### config.mk
export PLATFORM = sky130hd
export DESIGN_NAME = fetch_ctrl_flat
export DESIGN_NICKNAME = d
export VERILOG_FILES = /design/src/rtl/fetch_ctrl_if.sv /design/src/rtl/fetch_ctrl.sv /design/src/flat_wrapper.sv
export SDC_FILE = /design/constraint.sdc
export NUM_CORES = 1
export LEC_CHECK = 0
export CORE_UTILIZATION = 37
export CTS_CLUSTER_DIAMETER = 200
export DETAILED_ROUTE_END_ITERATION = 8
export PLACE_DENSITY = 0.63
export SLEW_MARGIN = 20
export SYNTH_ARGS = -nofsm -noshare
export SYNTH_HDL_FRONTEND = slang
export SYNTH_SLANG_ARGS = --single-unit
### constraint.sdc
create_clock -name clk_i -period 2.4 [get_ports clk_i]
set_clock_uncertainty 0.1 [all_clocks]
set_input_delay 0.24 -clock clk_i [delete_from_list [all_inputs] [get_ports clk_i]]
set_output_delay 0.24 -clock clk_i [all_outputs]
set_load 0.01 [all_outputs]
### src/rtl/fetch_ctrl_if.sv
// Instruction-fetch bus bundle: redirect input, instruction-memory request/response,
// and the IF/ID slot handed to decode. Signal suffixes are from the fetch unit's view.
interface fetch_ctrl_if;
    logic        redirect_i;
    logic [31:0] redirect_pc_i;
    logic        imem_req_o;
    logic [31:0] imem_addr_o;
    logic        imem_gnt_i;
    logic        imem_rvalid_i;
    logic [31:0] imem_rdata_i;
    logic        if_valid_o;
    logic [31:0] if_pc_o;
    logic [31:0] if_instr_o;
    logic        id_ready_i;

    modport master (
        input  redirect_i, redirect_pc_i, imem_gnt_i, imem_rvalid_i, imem_rdata_i, id_ready_i,
        output imem_req_o, imem_addr_o, if_valid_o, if_pc_o, if_instr_o
    );

    modport slave (
        output redirect_i, redirect_pc_i, imem_gnt_i, imem_rvalid_i, imem_rdata_i, id_ready_i,
        input  imem_req_o, imem_addr_o, if_valid_o, if_pc_o, if_instr_o
    );
endinterface

### src/rtl/fetch_ctrl.sv
// Single-outstanding instruction fetch controller with a one-entry IF/ID slot.
// Redirects squash the slot and, if a request is in flight, discard its response.
module fetch_ctrl #(
    parameter logic [31:0] RESET_PC = 32'h0000_0000
) (
    input  logic          clk_i,
    input  logic          rst_ni,
    fetch_ctrl_if.master  bus
);
    localparam logic [1:0] ST_REQ  = 2'd0;
    localparam logic [1:0] ST_WAIT = 2'd1;
    localparam logic [1:0] ST_KILL = 2'd2;

    logic [1:0]  state_q,    state_d;
    logic [31:0] pc_q,       pc_d;
    logic [31:0] req_pc_q,   req_pc_d;
    logic        if_valid_q, if_valid_d;
    logic [31:0] if_pc_q,    if_pc_d;
    logic [31:0] if_instr_q, if_instr_d;

    logic slot_free;
    logic imem_req;

    // A new request is only issued when the slot is guaranteed free by the time data returns.
    assign slot_free = !if_valid_q || bus.id_ready_i;
    assign imem_req  = (state_q == ST_REQ) && slot_free;

    always_comb begin
        state_d    = state_q;
        pc_d       = pc_q;
        req_pc_d   = req_pc_q;
        if_valid_d = if_valid_q;
        if_pc_d    = if_pc_q;
        if_instr_d = if_instr_q;

        if (if_valid_q && bus.id_ready_i) begin
            if_valid_d = 1'b0;
        end

        case (state_q)
            ST_REQ: begin
                if (imem_req && bus.imem_gnt_i) begin
                    req_pc_d = pc_q;
                    state_d  = bus.redirect_i ? ST_KILL : ST_WAIT;
                end
            end
            ST_WAIT: begin
                if (bus.imem_rvalid_i) begin
                    state_d = ST_REQ;
                    if (!bus.redirect_i) begin
                        if_valid_d = 1'b1;
                        if_pc_d    = req_pc_q;
                        if_instr_d = bus.imem_rdata_i;
                        pc_d       = pc_q + 32'd4;
                    end
                end else if (bus.redirect_i) begin
                    state_d = ST_KILL;
                end
            end
            ST_KILL: begin
                if (bus.imem_rvalid_i) begin
                    state_d = ST_REQ;
                end
            end
            default: begin
                state_d = ST_REQ;
            end
        endcase

        // Redirect wins over a same-cycle response or consume.
        if (bus.redirect_i) begin
            pc_d       = {bus.redirect_pc_i[31:2], 2'b00};
            if_valid_d = 1'b0;
        end
    end

    always_ff @(posedge clk_i or negedge rst_ni) begin
        if (!rst_ni) begin
            state_q    <= ST_REQ;
            pc_q       <= RESET_PC;
            req_pc_q   <= 32'h0;
            if_valid_q <= 1'b0;
            if_pc_q    <= 32'h0;
            if_instr_q <= 32'h0;
        end else begin
            state_q    <= state_d;
            pc_q       <= pc_d;
            req_pc_q   <= req_pc_d;
            if_valid_q <= if_valid_d;
            if_pc_q    <= if_pc_d;
            if_instr_q <= if_instr_d;
        end
    end

    assign bus.imem_req_o  = imem_req;
    assign bus.imem_addr_o = pc_q;
    assign bus.if_valid_o  = if_valid_q;
    assign bus.if_pc_o     = if_pc_q;
    assign bus.if_instr_o  = if_instr_q;
endmodule

### src/flat_wrapper.sv
// flat-port wrapper written by rule: the top's interface ports become plain ports
module fetch_ctrl_flat 
#(
    parameter logic [31:0] RESET_PC = 32'h0000_0000
)
  (clk_i, rst_ni, bus_redirect_i, bus_redirect_pc_i, bus_imem_gnt_i, bus_imem_rvalid_i, bus_imem_rdata_i, bus_id_ready_i, bus_imem_req_o, bus_imem_addr_o, bus_if_valid_o, bus_if_pc_o, bus_if_instr_o);
  fetch_ctrl_if bus_i ();
  input  logic clk_i;
  input  logic rst_ni;
  input wire logic [$bits(bus_i.redirect_i)-1:0] bus_redirect_i;
  input wire logic [$bits(bus_i.redirect_pc_i)-1:0] bus_redirect_pc_i;
  input wire logic [$bits(bus_i.imem_gnt_i)-1:0] bus_imem_gnt_i;
  input wire logic [$bits(bus_i.imem_rvalid_i)-1:0] bus_imem_rvalid_i;
  input wire logic [$bits(bus_i.imem_rdata_i)-1:0] bus_imem_rdata_i;
  input wire logic [$bits(bus_i.id_ready_i)-1:0] bus_id_ready_i;
  output wire logic [$bits(bus_i.imem_req_o)-1:0] bus_imem_req_o;
  output wire logic [$bits(bus_i.imem_addr_o)-1:0] bus_imem_addr_o;
  output wire logic [$bits(bus_i.if_valid_o)-1:0] bus_if_valid_o;
  output wire logic [$bits(bus_i.if_pc_o)-1:0] bus_if_pc_o;
  output wire logic [$bits(bus_i.if_instr_o)-1:0] bus_if_instr_o;
  assign bus_i.redirect_i = bus_redirect_i;
  assign bus_i.redirect_pc_i = bus_redirect_pc_i;
  assign bus_i.imem_gnt_i = bus_imem_gnt_i;
  assign bus_i.imem_rvalid_i = bus_imem_rvalid_i;
  assign bus_i.imem_rdata_i = bus_imem_rdata_i;
  assign bus_i.id_ready_i = bus_id_ready_i;
  assign bus_imem_req_o = bus_i.imem_req_o;
  assign bus_imem_addr_o = bus_i.imem_addr_o;
  assign bus_if_valid_o = bus_i.if_valid_o;
  assign bus_if_pc_o = bus_i.if_pc_o;
  assign bus_if_instr_o = bus_i.if_instr_o;
  fetch_ctrl #(.RESET_PC(RESET_PC)) u_core (.clk_i(clk_i), .rst_ni(rst_ni), .bus(bus_i));
endmodule
# After elaboration in Yosys (flattened, before gate mapping)
# Cells that the tools add are included.
op_classes:
  n_reduce_logical: 12
  n_bitwise: 1
  n_eq_ne: 5
  n_mux: 13
  addsub: 1
ops:
  columns: ["op", "count"]
  rows:
  - ["2-to-1 mux 32 bit", 3]
  - ["adder 32 x 3 -> 32 bit, second input constant", 1]
  - ["2-to-1 mux 2 bit", 5]
  - ["one-hot mux 2 bit (3 select lines)", 1]
  - ["AND reduction 3 bit", 2]
  - ["2-to-1 mux 1 bit", 4]
  - ["!= test 2 bit, second input constant", 2]
  - ["AND reduction 2 bit", 2]
  - ["nonzero test 2 bit", 2]
  - ["logical AND 1 bit", 3]
  - ["!= test 3 bit, second input constant", 1]
  - ["== test 2 x 1 -> 1 bit, second input constant", 1]
  - ["== test 2 bit, second input constant", 1]
  - ["zero test 2 bit", 1]
  - ["zero test 1 bit", 1]
  - ["logical OR 1 bit", 1]
  - ["NOT 1 bit", 1]
word_totals:
  regBits: 131
  elab_cells: 38
  output_inout_bits: 98
  in_bits: 70

# Longest topological paths before layout
# Gate-level depths: netlist of the first run.
depth:
  word_depth: 6
  depth_mapped: 6
  depth_no_buf: 5

# Worst setup path after synthesis of the first run
# Ideal clock, no wire load.
synth_path:
  kind: "flip-flop to flip-flop"
  from: "reg u_core.pc_q[2], in the netlist u_core.bus.imem_addr_o[2]"
  to: "reg u_core.pc_q[22], in the netlist u_core.bus.imem_addr_o[22]"
  setup_ns: 0.082
  n_path_buf: 1
  period_less_slack_ns: 2.086
  setup_slack_ns: 0.314
  stages_incl_launch_ff: 7
  arrival_time_ns: 1.904
  t_required_ns: 2.218
  path_cell_list: "dfrtp_1 ha_1 nand4_1 or3_1 clkbuf_1 or4_1 a31oi_1"
synth_via:
  elab_chain_len: 4
synth_rtl:
  columns: ["item", "line_no", "rtl"]
  rows:
  - ["from (decl)", "fetch_ctrl.sv:15", "logic [31:0] pc_q, pc_d;"]
  - ["from (signal assigned)", "fetch_ctrl.sv:87", "pc_q <= pc_d;"]
  - ["adder 32 x 3 -> 32 bit", "fetch_ctrl.sv:54", "pc_d = pc_q + 32'd4;"]
  - ["2-to-1 mux 32 bit", "fetch_ctrl.sv:48", "if (bus.imem_rvalid_i) begin"]
  - ["2-to-1 mux 32 bit", "fetch_ctrl.sv:40", "case (state_q)"]
  - ["2-to-1 mux 32 bit", "fetch_ctrl.sv:71", "if (bus.redirect_i) begin"]
# No other way between the ends. The select of a mux whose other input is x is not followed.
# A chain may end at the register's enable or synchronous reset.

# Worst setup path in the final report of the first run
layout_path:
  from: "reg u_core.pc_q[2], in the netlist u_core.bus.imem_addr_o[2]"
  to: "reg u_core.pc_q[26], in the netlist u_core.bus.imem_addr_o[26]"
# The elaborated chain is that of the path after synthesis.

==> out/results.tsv, run 1 <==
stage	metric	value	unit
cells_and_area	nets	672	
synth	synth_seq_area_share	0.590	
drt	vias	4028	
global_route	grt_util_all_layers	0.183	
drt	wirelength	12600	µm
power	ir_drop	0.561	mV
drt	viasPerCell	5.07	
sta	worst_slack	164	ps
floorplanning	core	13900	µm²
drt	wire_per_inst	15.9	µm
worst_setup_path	cp_max_fo	12	
synth	ys_dominant_reg_cell	dfrtp_1	
sta	period_share	0.931	
synth	syn_area	5300	µm²
place	gp_congestion	0.815	
sta	period_minus_slack	2240	ps
global_route	grt_overflow	0	
cells_and_area	fill_cells	1170	
cells_and_area	syn_to_final_growth	48.8	%
synth	synth-edff-count	0	
worst_setup_path	slowest_stage	or3_1	
power	leakage	3.24	nW
power	pwr-share-comb	0.311	
run_status	status	complete, no violations	
synth	synth_cell_types	36	
power	sequentialPowerShare	0.385	
sta	maxSlewViolCount	0	
power	p_sw	2.29	mW
worst_setup_path	critPathRequiredTime	2640	ps
clock_tree	numCtsBuffers	17	
worst_setup_path	critPathArrivalTime	2470	ps
synth	synthArstFlopShare	1.00	
worst_setup_path	crit_type	register to register	
cells_and_area	antennaDiodeCount	0	
sta	grt_setup_unrepaired	no	
sta	finalHoldViolCount	0	
sta	setup_viol	0	
clock_tree	cts_buffer_depth	2	
cells_and_area	drive_gt1_frac	0.243	
worst_setup_path	cpPeakStageDelay	550	ps
power	p_int	6.34	mW
global_route	grt_pass1_vias	4080	
worst_setup_path	crit_start	u_core.bus.imem_addr_o[2]	
synth	syn_area_per_cell	12.7	µm²
place	place_inst	761	
place	port_buffers	161	
cells_and_area	final_area	7890	µm²
drt	drc	0	
clock_tree	path_clk_slew	60	ps
worst_setup_path	cp-endpoint	u_core.bus.imem_addr_o[26]	
synth	synthCells	419	
power	p_total	8.63	mW
cells_and_area	fin_cells	794	
place	post-dp-hpwl	8890	µm
place	place_area	7270	µm²
worst_setup_path	rr_worst_depth	5	
worst_setup_path	crit_chain	ha_1, nand4_1, or3_1, or4_1, a31oi_1	
global_route	grt_max_degree	50	
clock_tree	cts_root_buffer	clkbuf_16	
power	p_per_area	1090	nW/µm²
cells_and_area	fin_util	0.566	
global_route	grt_antenna_before_repair	0	
clock_tree	cts_max_level	4	
drt	antenna_left	0	
hold_path	hold_path_class	input port to asynchronous set/reset pin	
worst_setup_path	r2r_end	u_core.bus.imem_addr_o[26]	
floorplanning	initial_core_util	0.381	
clock_tree	cts_tree	done	
synth	yosys_warnings	0	
worst_setup_path	regToRegSetupSlack	160	ps
worst_setup_path	cp-start-kind	register	
job	drv_cap	0	
drt	first_iter_violations	146	
worst_setup_path	endpoint_kind	register	
floorplanning	dieArea	14800	µm²
floorplanning	die_w	122	µm
floorplanning	fp.dieH	122	µm
clock_tree	cts.sinks	125	
drt	drt_pass1_iterations	4	
clock_tree	clk_latency	420	ps
global_route	grt_pass1_wl	20400	µm
power	clkPwrFrac	0.304	
power	switching_share	0.265	
worst_setup_path	rr_startpoint	u_core.bus.imem_addr_o[2]	
floorplanning	num_rows	43	
sta	clock.fmax	447	MHz
place	place_ws	-115	ps
synth	synth-seq-cells	125	
floorplanning	num_io_pins	168	
-- worst min-delay path by stage --
stage | to | slack [ps] | depth (start not counted)
after global routing | u_core.bus.if_instr_o[30] | 260 | 2
after floorplan | u_core.bus.if_instr_o[0] | -160 | 0
after CTS | u_core.bus.if_instr_o[24] | 210 | 2
after global placement | u_core.bus.if_instr_o[24] | 80 | 1
final | u_core.bus.if_instr_o[24] | 230 | 2
after detailed placement | u_core.bus.if_instr_o[24] | 90 | 1
-- final cells by class --
cell class	instances	area, µm²	area share
tap	180	225	0.0285
clock inverter	10	138	0.0174
multi-input combinational	264	2050	0.260
timing repair buffer	188	1860	0.235
inverter	5	18.8	0.00238
sequential	125	3130	0.396
clock buffer	22	474	0.0601
-- critical path: cells and delay by family, from the launching register on --
family,cells,cell delay [ps]
simple gates,3,1310
flops,1,340
fa+ha+maj,1,220
compound gates,1,180
-- power by group through the flow --
stage / Combinational, mW / Clock [mW] / Sequential (mW)
2_1_floorplan: 0.880 / 0 / 3.58
3_3_place_gp: 2.68 / 0 / 3.30
3_5_place_dp: 2.73 / 0 / 3.36
4_1_cts: 2.74 / 2.67 / 3.33
5_1_grt: 2.89 / 2.78 / 3.43
6_report: 2.69 / 2.62 / 3.32
-- state kept, by name, indices dropped and copies added (netlist names) --
name,flops
u_core.bus.if_instr_o,32
u_core.bus.if_pc_o,30
u_core.bus.if_valid_o,1
u_core.bus.imem_addr_o,30
u_core.req_pc_q,30
u_core.state_q,2
-- per-stage QoR --
stage	hold WS, ps	setup TNS [ps]
after global routing	257	0
after global placement	83.0	-437
after floorplan	-156	0
after CTS	211	0
final	230	0
after detailed placement	88.0	-1210
-- synth_stat cells (2+ instances only) --
| cell type | number | area share |
|---|---|---|
| o21ai_0 | 16 | 0.015 |
| nand2_1 | 27 | 0.019 |
| clkbuf_1 | 21 | 0.015 |
| or4_1 | 20 | 0.028 |
| mux2_2 | 88 | 0.19 |
| xor2_1 | 4 | 0.0066 |
| nor4_1 | 4 | 0.0047 |
| o31ai_1 | 14 | 0.020 |
| and3_1 | 3 | 0.0035 |
| buf_4 | 4 | 0.0057 |
| o31a_1 | 2 | 0.0033 |
| xnor2_1 | 6 | 0.0099 |
| nand2b_1 | 2 | 0.0024 |
| nor2_1 | 18 | 0.013 |
| inv_1 | 4 | 0.0028 |
| nand4_1 | 9 | 0.011 |
| dfrtp_1 | 125 | 0.59 |
| a31oi_1 | 15 | 0.018 |
| a21oi_1 | 2 | 0.0019 |
| and2_1 | 2 | 0.0024 |
| or3_1 | 3 | 0.0035 |
| buf_2 | 2 | 0.0019 |
| o211ai_1 | 3 | 0.0042 |
| nand3_1 | 13 | 0.012 |
-- layer usage --
metal | GRT usage | share of wire | vias to the layer above | routed length, µm
met2 | 0.297 | 0.49 | 124 | 6230
li1 | - | - | 1888 | -
met3 | 0.0604 | 0.053 | 14 | 665
met4 | 0.0656 | 0.014 | 0 | 180
met1 | 0.228 | 0.44 | 2002 | 5550
met5 | 0 | 0 | - | 0
-- placed cells by master, fill, tap and decap left out, drive strengths merged, types with 9 or more instances in the layout --
master / instances
dfrtp: 125
clkdlybuf4s50: 160
nand4: 9
or4: 20
o21ai: 16
nor2: 18
buf: 27
nand2: 27
clkbuf: 22
nand3: 13
a31oi: 15
o31ai: 14
mux2: 88
-- logic make-up after synthesis --
kind of cell               after synthesis  share of synthesized area
DFF                                    125                      0.590
and+or+nand+nor                        107                      0.110
xor gates and xnor gates                10                     0.0165
other                                    1                   0.000707
muxes                                   89                      0.189
AOI/OAI and AO/OA                       53                     0.0637
buffers and inverters                   33                     0.0281
adders and majority gates                1                    0.00236
-- timing repair --
item                      CTS  global route
hold buffers                1             0
hold endpoints to repair   39             0
buffers inserted            0             0
gates resized for setup     0             0
(Power assumes the default switching activity.)
==> inputs of run 2 (changes only) <==
--- a/config.mk
+++ b/config.mk
@@ -9,7 +9,7 @@
 export CTS_CLUSTER_DIAMETER = 200
 export DETAILED_ROUTE_END_ITERATION = 8
 export PLACE_DENSITY = 0.63
-export SLEW_MARGIN = 20
+export SLEW_MARGIN = 40
 export SYNTH_ARGS = -nofsm -noshare
 export SYNTH_HDL_FRONTEND = slang
 export SYNTH_SLANG_ARGS = --single-unit
==> results of run 2 <==
No change in the layout: final DEF, timing and power equal those of run 1.
==> inputs of run 3 (changes only) <==
--- a/config.mk
+++ b/config.mk
@@ -5,10 +5,13 @@
 export SDC_FILE = /design/constraint.sdc
 export NUM_CORES = 1
 export LEC_CHECK = 0
-export CORE_UTILIZATION = 37
+export CELL_PAD_IN_SITES_DETAIL_PLACEMENT = 1
+export CELL_PAD_IN_SITES_GLOBAL_PLACEMENT = 1
+export CORE_MARGIN = 2
+export CORE_UTILIZATION = 36
 export CTS_CLUSTER_DIAMETER = 200
 export DETAILED_ROUTE_END_ITERATION = 8
-export PLACE_DENSITY = 0.63
+export PLACE_DENSITY = 0.76
 export SLEW_MARGIN = 40
 export SYNTH_ARGS = -nofsm -noshare
 export SYNTH_HDL_FRONTEND = slang
==> run 3 against run 2 <==
Against the previous run: maximum frequency is 1.1% lower; via count is 0.87% higher; largest power group unchanged; hold slack improved by 14 ps; non-clock buffer count down 3; first-iteration DRC count rose by 15%; critical endpoint is now u_core.bus.imem_addr_o[31].
==> out/results.tsv, run 3 (same netlist as run 1, synthesis figures left out) <==
stage	metric	value	unit	change
sta	finalHoldViolCount	0		unchanged
sta	grt_setup_unrepaired	no		
worst_setup_path	critPathRequiredTime	2640	ps	about the same
drt	drc	0		unchanged
drt	wirelength	14600	µm	+15%
cells_and_area	largest_reg_flops	32		unchanged
drt	first_iter_violations	168		+15%
clock_tree	cts.sinks	125		unchanged
clock_tree	post_cts_resized	0		unchanged
cells_and_area	drive_gt1_frac	0.241		-0.00208
clock_tree	numCtsBuffers	17		unchanged
worst_setup_path	crit_start	u_core.bus.imem_addr_o[10]		
cells_and_area	fin_cells	795		+0.13%
worst_setup_path	crit_family	simple AND/OR/NAND/NOR gates		
cells_and_area	fin_util	0.542		-0.0240
drt	drt_pass1_iterations	4		unchanged
clock_tree	cts_max_level	4		unchanged
floorplanning	core	14500	µm²	+3.9%
worst_setup_path	cp_max_fo	12		unchanged
drt	antenna_left	0		unchanged
sta	worst_slew_pin_slew	553	ps	
global_route	grt_util_all_layers	0.195		+0.0114
run_status	status	complete, no violations		
global_route	grt_antenna_before_repair	0		unchanged
sta	slew_headroom	0.631		
global_route	grt_max_degree	72		+44%
cells_and_area	final_area	7850	µm²	-0.49%
worst_setup_path	rr_startpoint	u_core.bus.imem_addr_o[10]		
drt	wire_per_inst	18.4	µm	+15%
worst_setup_path	slowest_stage	or4_1		
worst_setup_path	crit_buf_inv	0		unchanged
cells_and_area	final_common_cell	clkdlybuf4s50_1		
job	drv_cap	0		unchanged
place	place_inst	762		+0.13%
floorplanning	num_rows	44		+2.3%
floorplanning	num_io_pins	168		unchanged
sta	setup_viol	0		unchanged
clock_tree	path_clk_slew	60	ps	about the same
clock_tree	cts_tree	done		
floorplanning	fp.dieH	125	µm	+3.0%
floorplanning	die_w	125	µm	+3.0%
worst_setup_path	critPathArrivalTime	2500	ps	+30 ps
power	ir_drop	0.473	mV	-16%
clock_tree	cts_buffer_depth	2		unchanged
sta	worst_slack	139	ps	-26.0 ps
cells_and_area	syn_to_final_growth	48.0	%	
sta	fin_hold_ws	244	ps	+14.1 ps
drt	vias	4063		+0.87%
floorplanning	dieArea	15700	µm²	+6.1%
hold_path	hold_path_class	input port to asynchronous set/reset pin		
sta	clock.fmax	442	MHz	-1.1%
cells_and_area	final_cell_mix	clkdlybuf4s50_1, dfrtp_1, mux2_2, nand2_1		
sta	period_share	0.942		+0.0108
worst_setup_path	crit_type	register to register		
place	post-dp-hpwl	10500	µm	+18%
place	place_ws	-120	ps	-5.43 ps
worst_setup_path	cp-start-kind	register		
sta	maxSlewViolCount	0		unchanged
global_route	grt_pass1_wl	24100	µm	+18%
worst_setup_path	cpPeakStageDelay	770	ps	+220 ps
place	port_buffers	161		unchanged
power	leakage	3.21	nW	-0.73%
power	p_total	8.64	mW	about the same
place	gp_congestion	0.763		-6.4%
drt	viasPerCell	5.11		+0.74%
place	place_area	7250	µm²	-0.24%
cells_and_area	nets	669		-0.45%
cells_and_area	antennaDiodeCount	0		unchanged
worst_setup_path	crit_chain	nand3_1, or4_1, or4_1, a31oi_1		
clock_tree	clk_latency	410	ps	about the same
clock_tree	cts_root_buffer	clkbuf_16		
global_route	grt_pass1_vias	4471		+9.6%
power	p_per_area	1100	nW/µm²	+0.59%
sta	setup_tns	0	ps	unchanged
worst_setup_path	cpMostUsedCell	or4_1		
sta	period_minus_slack	2260	ps	+26.0 ps
worst_setup_path	endpoint_kind	register		
floorplanning	initial_core_util	0.366		-0.0143
global_route	grt_overflow	0		unchanged
[run 3: changes by cell type in the layout (fill, tap and decap cells not counted)]
cell        before  now
clkinv_4         2    0
buf_4           23   20
clkinv_2         3    7
clkbuf_1         2    1
clkbuf_8         3    1
clkinvlp_4       2    3
[run 3: layout make-up]
class	count	area (µm²)
repair buffers	185	1830
multi-input cells	264	2050
clock buffers	19	443
clock inverters	13	148
fillers	1472	6630
flip-flops and latches	125	3130
well taps	184	230
inverters	5	18.8
[run 3: worst paths after layout]
check                                                   to  slack [ps]  cells after the start
max in group asynchronous                u_core.state_q[0]        1170                      3
worst max-delay path            u_core.bus.imem_addr_o[31]         140                      4
worst min-delay path              u_core.bus.if_instr_o[2]         240                      2
worst min register to register         u_core.req_pc_q[15]         390                      2
min in group clk_i               u_core.bus.imem_addr_o[9]         290                      3
worst max register to register  u_core.bus.imem_addr_o[31]         140                      4
[run 3: routing by layer]
layer	global-route usage	up-vias	routed length (µm)
met4	0.0699	0	247
met3	0.0569	20	764
met1	0.230	2044	5950
met5	0	-	0
li1	-	1889	-
met2	0.339	110	7630
[run 3: timing repair]
| action | in CTS | in global routing |
|---|---|---|
| endpoints found under the hold margin | 54 | 0 |
| hold buffers | 1 | 0 |
| setup buffers | 0 | 0 |
[run 3: power breakdown]
| part | switching, mW | internal (mW) | total, mW |
|---|---|---|---|
| Combinational | 0.993 | 1.73 | 2.72 |
| Sequential | 0.455 | 2.90 | 3.35 |
| Clock | 0.921 | 1.64 | 2.56 |
[run 3: worst register-to-register path: cells and delay by family, from the launching register on]
kind            cells  cell delay [ps]
simple gates        3             1510
flops               1              420
compound gates      1              160
